### src/rtl/ones_pkg.sv
// Shared definitions for the ones-count post-processing blocks behind the
// 32-bit popcount stage.
package ones_pkg;

    localparam int ONES_CNT_W   = 6;
    localparam int ONES_CNT_MAX = 32;

    typedef enum logic {
        ST_IDLE = 1'b0,
        ST_ACC  = 1'b1
    } ones_state_e;

    function automatic int sum_width(input int len, input int max_val);
        return $clog2(len * max_val + 1);
    endfunction

endpackage

### src/rtl/ones_minmax.sv
// Running min/max tracker. Clear and sample may coincide: the sample then
// seeds the fresh run, which is how back-to-back windows avoid a dead cycle.
module ones_minmax
    import ones_pkg::*;
#(
    parameter int CNT_W = ONES_CNT_W
) (
    input  logic             sys_clk,
    input  logic             in_rst_n,
    input  logic [CNT_W-1:0] smp,
    input  logic             en,
    input  logic             clr,
    input  logic             ld,
    output logic [CNT_W-1:0] out_max,
    output logic [CNT_W-1:0] out_min
);

    logic [CNT_W-1:0] run_max_q, run_max_d;
    logic [CNT_W-1:0] run_min_q, run_min_d;
    logic [CNT_W-1:0] out_max_q, out_max_d;
    logic [CNT_W-1:0] out_min_q, out_min_d;
    logic [CNT_W-1:0] base_max;
    logic [CNT_W-1:0] base_min;

    always_comb begin
        base_max  = clr ? '0 : run_max_q;
        base_min  = clr ? '1 : run_min_q;
        run_max_d = base_max;
        run_min_d = base_min;
        out_max_d = out_max_q;
        out_min_d = out_min_q;
        if (en) begin
            if (smp > base_max) run_max_d = smp;
            if (smp < base_min) run_min_d = smp;
        end
        // Output capture uses the completed run, never the coinciding sample.
        if (ld) begin
            out_max_d = run_max_q;
            out_min_d = run_min_q;
        end
    end

    always_ff @(posedge sys_clk or negedge in_rst_n) begin
        if (!in_rst_n) begin
            run_max_q <= '0;
            run_min_q <= '1;
            out_max_q <= '0;
            out_min_q <= '0;
        end else begin
            run_max_q <= run_max_d;
            run_min_q <= run_min_d;
            out_max_q <= out_max_d;
            out_min_q <= out_min_d;
        end
    end

    assign out_max = out_max_q;
    assign out_min = out_min_q;

endmodule

### src/rtl/ones_window_acc.sv
// Windowed accumulator of per-word ones counts: reports window total,
// min/max and density alarms once every WIN_LEN accepted samples.
module ones_window_acc
    import ones_pkg::*;
#(
    parameter int CNT_W   = ONES_CNT_W,
    parameter int CNT_MAX = ONES_CNT_MAX,
    parameter int WIN_LEN = 16,
    parameter int THR_HI  = 400,
    parameter int THR_LO  = 64,
    localparam int SUM_W  = sum_width(WIN_LEN, CNT_MAX)
) (
    input  logic             sys_clk,
    input  logic             in_rst_n,
    input  logic             in_vld,
    input  logic [CNT_W-1:0] in_cnt,
    input  logic             in_clr,
    output logic             out_vld,
    output logic [SUM_W-1:0] out_sum,
    output logic [CNT_W-1:0] out_max,
    output logic [CNT_W-1:0] out_min,
    output logic             out_alarm_hi,
    output logic             out_alarm_lo,
    output logic             out_err
);

    localparam int SC_W = $clog2(WIN_LEN + 1);
    localparam logic [SC_W-1:0]  WIN_LEN_V = SC_W'(WIN_LEN);
    localparam logic [CNT_W-1:0] CNT_MAX_V = CNT_W'(CNT_MAX);

    function automatic logic [CNT_W-1:0] sat_cnt(input logic [CNT_W-1:0] c);
        return (c > CNT_MAX_V) ? CNT_MAX_V : c;
    endfunction

    function automatic logic above_hi(input logic [SUM_W-1:0] s);
        return {{(32-SUM_W){1'b0}}, s} > $unsigned(THR_HI);
    endfunction

    function automatic logic below_lo(input logic [SUM_W-1:0] s);
        return {{(32-SUM_W){1'b0}}, s} < $unsigned(THR_LO);
    endfunction

    ones_state_e      state_q, state_d;
    logic [SUM_W-1:0] acc_q, acc_d;
    logic [SC_W-1:0]  smp_cnt_q, smp_cnt_d;
    logic             err_q, err_d;
    logic             vld_q, vld_d;
    logic [SUM_W-1:0] sum_q, sum_d;
    logic             hi_q, hi_d;
    logic             lo_q, lo_d;

    logic             accept;
    logic             close;
    logic [CNT_W-1:0] smp_sat;

    assign accept  = in_vld & ~in_clr;
    assign smp_sat = sat_cnt(in_cnt);
    assign close   = (state_q == ST_ACC) && (smp_cnt_q == WIN_LEN_V);

    always_comb begin
        state_d   = state_q;
        acc_d     = acc_q;
        smp_cnt_d = smp_cnt_q;
        err_d     = err_q;
        vld_d     = 1'b0;
        sum_d     = sum_q;
        hi_d      = hi_q;
        lo_d      = lo_q;
        if (in_clr) begin
            state_d   = ST_IDLE;
            acc_d     = '0;
            smp_cnt_d = '0;
            err_d     = 1'b0;
        end else begin
            if (accept && (in_cnt > CNT_MAX_V)) err_d = 1'b1;
            case (state_q)
                ST_IDLE: begin
                    if (accept) begin
                        state_d   = ST_ACC;
                        acc_d     = SUM_W'(smp_sat);
                        smp_cnt_d = SC_W'(1);
                    end
                end
                ST_ACC: begin
                    if (close) begin
                        vld_d = 1'b1;
                        sum_d = acc_q;
                        hi_d  = above_hi(acc_q);
                        lo_d  = below_lo(acc_q);
                        // A sample in the closing cycle opens the next window.
                        if (accept) begin
                            acc_d     = SUM_W'(smp_sat);
                            smp_cnt_d = SC_W'(1);
                        end else begin
                            state_d   = ST_IDLE;
                            acc_d     = '0;
                            smp_cnt_d = '0;
                        end
                    end else if (accept) begin
                        acc_d     = acc_q + SUM_W'(smp_sat);
                        smp_cnt_d = smp_cnt_q + SC_W'(1);
                    end
                end
                default: state_d = ST_IDLE;
            endcase
        end
    end

    always_ff @(posedge sys_clk or negedge in_rst_n) begin
        if (!in_rst_n) begin
            state_q   <= ST_IDLE;
            acc_q     <= '0;
            smp_cnt_q <= '0;
            err_q     <= 1'b0;
            vld_q     <= 1'b0;
            sum_q     <= '0;
            hi_q      <= 1'b0;
            lo_q      <= 1'b0;
        end else begin
            state_q   <= state_d;
            acc_q     <= acc_d;
            smp_cnt_q <= smp_cnt_d;
            err_q     <= err_d;
            vld_q     <= vld_d;
            sum_q     <= sum_d;
            hi_q      <= hi_d;
            lo_q      <= lo_d;
        end
    end

    ones_minmax #(
        .CNT_W(CNT_W)
    ) u_minmax (
        .sys_clk (sys_clk),
        .in_rst_n(in_rst_n),
        .smp     (smp_sat),
        .en      (accept),
        .clr     (in_clr | close),
        .ld      (close & ~in_clr),
        .out_max (out_max),
        .out_min (out_min)
    );

    assign out_vld      = vld_q;
    assign out_sum      = sum_q;
    assign out_alarm_hi = hi_q;
    assign out_alarm_lo = lo_q;
    assign out_err      = err_q;

endmodule

### config.mk
export PLATFORM = sky130hd
export DESIGN_NAME = ones_window_acc
export DESIGN_NICKNAME = d
export VERILOG_FILES = /design/src/rtl/ones_pkg.sv /design/src/rtl/ones_minmax.sv /design/src/rtl/ones_window_acc.sv
export SDC_FILE = /design/constraint.sdc
export NUM_CORES = 1
export LEC_CHECK = 0
export BUFFER_PORTS_ARGS = -buffer_cell sky130_fd_sc_hd__buf_2
export CAP_MARGIN = 25
export CORE_ASPECT_RATIO = 0.7
export CORE_UTILIZATION = 40
export DETAILED_ROUTE_END_ITERATION = 8
export GPL_ROUTABILITY_DRIVEN = 0
export PLACE_DENSITY = 0.66
export SYNTH_ARGS = -nofsm -noshare
export SYNTH_HDL_FRONTEND = slang
export SYNTH_SLANG_ARGS = --single-unit
export TNS_END_PERCENT = 5
### constraint.sdc
create_clock -name sys_clk -period 2.9 [get_ports sys_clk]
set_input_delay 0.435 -clock sys_clk [delete_from_list [all_inputs] [get_ports sys_clk]]
set_output_delay 0.435 -clock sys_clk [all_outputs]
set_load 0.005 [all_outputs]
==> metrics list <==
* Status: finished, final reports clean
- Net switching is 25.14% of the power.
- The tree is rooted in a clkbuf_8.
* Fraction of power consumed by combinational cells: 13.0%
- Summing the sequential cell areas from Yosys gives 47.14% of the chip area.
- TritonCTS built the clock tree.
- In the synthesized netlist, mux cells make up 8.811% of the area.
- Average size of a mapped cell: 10.22 um2
- Subtracting the final worst setup slack from the clock period gives 2.734 ns.
- Unrepaired setup endpoints after global routing: no
* Clock Pin Slew Worst Setup and Hold Paths: 0.10 ns
- The H-tree generated during clock tree synthesis spans 2 levels.
* Layout Area Growth over Synthesis: 15.93%
- Summed over all instances, the cell type with the most area after synthesis is dfrtp_1.
- Routed Antenna Nets: 0
* CTS sink cnt: 54
* Post-Layout Cell Count: 418
* Min Hold Slack: 0.06510 ns
- The first global-routing pass estimated 10040 um of wire.
- Number of inserted filler cells in the final layout: 643
- The initial antenna violation count came to 0.
* Clock network fraction of design power: 33.0%
* Critical-path maximum fanout: 6
* Required time at the worst-slack endpoint: 3.13 ns
- Total negative slack: 0 ns
* Sw power: 375.4 uW
* Worst min-delay path category: in -> async
- Summing all flip-flop and latch instances after layout gives 1359 um2.
* Register share of total power: 54.0%
* Critical path endpoint category: flip-flop
- Summing internal, switching and leakage power gives 1493 uW.
- Total power per unit cell area: 446.9 nW/um2
- Post-route clock skew: 0.01225 ns
- The setup path with the least slack is of type reg -> reg.
* Leading cell types by total area after synthesis: dfrtp_1 (42%), ha_1 (8.2%), nand2_1 (7.2%)
- Pint: 1118 uW
- Fin area: 3342 um2
* Data arrival at the endpoint of the critical path: 2.97 ns
* Post-synthesis cell type count: 47
- In this run, post-CTS hold repair placed 0 buffers.
- After Yosys synthesis, XOR and XNOR cells account for 2.734% of the synthesized area.
- For this design, the slowest cell found on the critical path is dfrtp_1.
- Maximum number of pins on one net before global-route repair: 32
- The die is 73.03 um tall.
* Number of DRC markers in iteration 0: 95
- Top_reg_cell synth: dfrtp_1
* Fraction of the mapped netlist area in compound gates: 13.24%
- During I/O placement, the number of pins put on the boundary was 36.
* Synthesized cell area: 2883 um2
* Ys Warns: 0
* Highest clock rate: 365.8 MHz
- Final Hold Vio Count: 0
- Area of the placeable core: 6850 um2
* Worst VDD drop: 0.2061 mV
- In this run the cell area measured after placement is 3199 um2.
- After Yosys synthesis, and, or, nand and nor cells account for 15.76% of the synthesized area.
* Global routing usage summed across all routing layers: 17.70%
- Detailed placement ended at an HPWL of 4844 um.
- Headroom to the max-slew limit came out at 46.48%.
- The startpoint identified for the worst register-to-register timing path is smp_cnt_q[0].
* Share of async-settable or async-resettable flops after synthesis: 100.0%
- The final route contains 2194 vias.
* Critical Path Source Type: flip-flop
- After global routing the overflow that remains totals 0.
- Count of TritonRoute iterations in the first routing pass: 4
- The synthesized design contains 54 register bits.
- For this block, the routed nets add up to 6277 um of wire.
- The clock passes through at most 2 buffers.
- Dominant combinational cell family by area after synthesis: simple AND/OR/NAND/NOR gates
- Net count of the mapped netlist: 312
- Count of mapped cells out of synthesis: 282
* Finish-stage setup viols: 0
* Number of nets in the layout: 353
- Placed cells: 409
- Reported max-cap violation count: 0
- Slowest stage delay, CP: 0.40 ns
- Count of flip-flops with a built-in enable after synthesis: 0
- Buffers placed on the I/O ports in this run total 35.
- For this design the static power due to leakage is 0.001711 uW.
- Fraction of final layout cells sized beyond drive strength 1: 23.77%
- The number of global-route vias before repair is 2007.
- Launching instance or port of the critical path: smp_cnt_q[0]
* Num CTS Buffers: 5
- Post-route DRC: 0
- Routed via count divided by cell count: 5.249
- The critical path contains buffers and inverters numbering 2 combined.
- After detailed routing, the average wire length per cell comes to 15.02 um.
- nand2_1 is the most common cell in the netlist.
- The die covers 7556 um2.
- Top cell family by delay on the critical path: simple AND/OR/NAND/NOR gates
- Top cell type's share of synthesized area: 41.67%
- Final worst-path cycle share: 94.27%
* Effective utilization at floorplan: 42.08%
* Footprint of the multi-input gates: 1455 um2
- Die Span X: 103.5 um
* Most common library cells after synthesis: nand2_1 (55), dfrtp_1 (48), nor2_1 (21), ha_1 (19), a21oi_1 (16)
* Floorplan row count: 25
- 0 antenna diodes ended up in the layout.
- Adder and majority gate portion of the synthesized area: 8.941%
- For the pin with the worst max-slew slack, the measured transition is 0.8027 ns.
- The most numerous cell type found on the critical path is ha_1.
- Later-pin clock latency in the skew report: 0.31 ns
- Ordered cell list for the critical path: inv_1 -> ha_1 -> and4bb_4 -> a21oi_4 -> nand2_1 -> ha_1 -> and4_2 -> a221oi_2 -> a311oi_4 -> buf_4 -> mux2i_1
- The max-slew violation count came to 0.
## cell usage in the layout, fill, tap and decap left out, types with 2 or more instances in the layout
cell type / instances
mux2_2: 8
xor2_1: 7
buf_4: 7
xnor2_1: 2
o21ai_0: 13
dfstp_2: 6
inv_1: 11
a21o_1: 6
mux2_1: 3
a31oi_1: 2
mux2i_1: 13
clkbuf_1: 2
nor2_1: 20
nand3_1: 7
o22ai_1: 2
ha_1: 19
dfrtp_1: 48
clkbuf_8: 5
or3_1: 5
buf_2: 35
a21oi_1: 15
nand2_1: 55
nor3_1: 2
## final timing paths
path	endpoint	slack (ns)	cells past startpoint
worst max register to register	u_minmax.run_max_q[4]	0.17	11
worst min-delay path	u_minmax.run_max_q[0]	0.07	1
worst min register to register	u_minmax.out_min[2]	0.48	2
min in group sys_clk	u_minmax.run_min_q[2]	0.46	3
max in group asynchronous	u_minmax.run_min_q[2]	2.08	3
worst max-delay path	u_minmax.run_max_q[4]	0.17	11
## sequential cells by signal (all words and copies together), names as in the netlist, 5 cells and up
| name | flops |
|---|---|
| acc_q | 10 |
| out_sum | 10 |
| smp_cnt_q | 5 |
| u_minmax.out_max | 6 |
| u_minmax.out_min | 6 |
| u_minmax.run_max_q | 6 |
| u_minmax.run_min_q | 6 |
## worst register-to-register path, delay by kind of cell, from the launching register on
kind | cells | cell delay, ns
compound gates | 3 | 0.57
fa+ha+maj | 2 | 0.56
buf+inv | 2 | 0.29
flops | 1 | 0.40
mux | 1 | 0.21
simple gates | 3 | 0.64
## timing repair
action                     in CTS  in global routing
buffers inserted                0                  1
setup endpoints to repair       0                 12
resized for setup               0                  6
## power by group through the flow
stage               Clock, uW  Combinational (uW)  Sequential (uW)
floorplan                   0                 125              811
global placement            0                 178              819
detailed placement          0                 186              819
CTS                       510                 187              805
global route              535                 216              810
finish                    493                 194              806
## kinds of logic (layout without fill, tap and decap cells)
kind of cell,Yosys count,after routing
xor gates and xnor gates,9,9
and+or+nand+nor,99,99
muxes,24,24
AOI/OAI and AO/OA,54,54
adders and majority gates,20,20
buffers and inverters,22,64
DFF,54,54
## area by class of cell
class	instances	share of cell area, %
clock buffer	7	2.284
tap	94	3.519
clock inverter	1	0.8985
inverter	12	1.348
multi-input combinational	206	43.54
sequential	54	40.66
timing repair buffer	44	7.750
## metal layers
metal  share of wire (%)  global-route usage, %  vias up
met5                   0                      0        -
met4                0.67                  4.225        0
met3                 4.1                  3.448        5
met2                  42                  25.09       47
met1                  53                  27.36     1079
li1                    -                      -     1063
## stage by stage
step / setup WS, ns / util (%)
finish: 0.1663 / 48.79
floorplan: 0.09826 / -
global route: 0.006908 / 48.79
CTS: 0.009220 / 48.26
detailed placement: 0.02574 / 46.70
global placement: 0.1480 / 46.41
(Power assumes the default switching activity.)
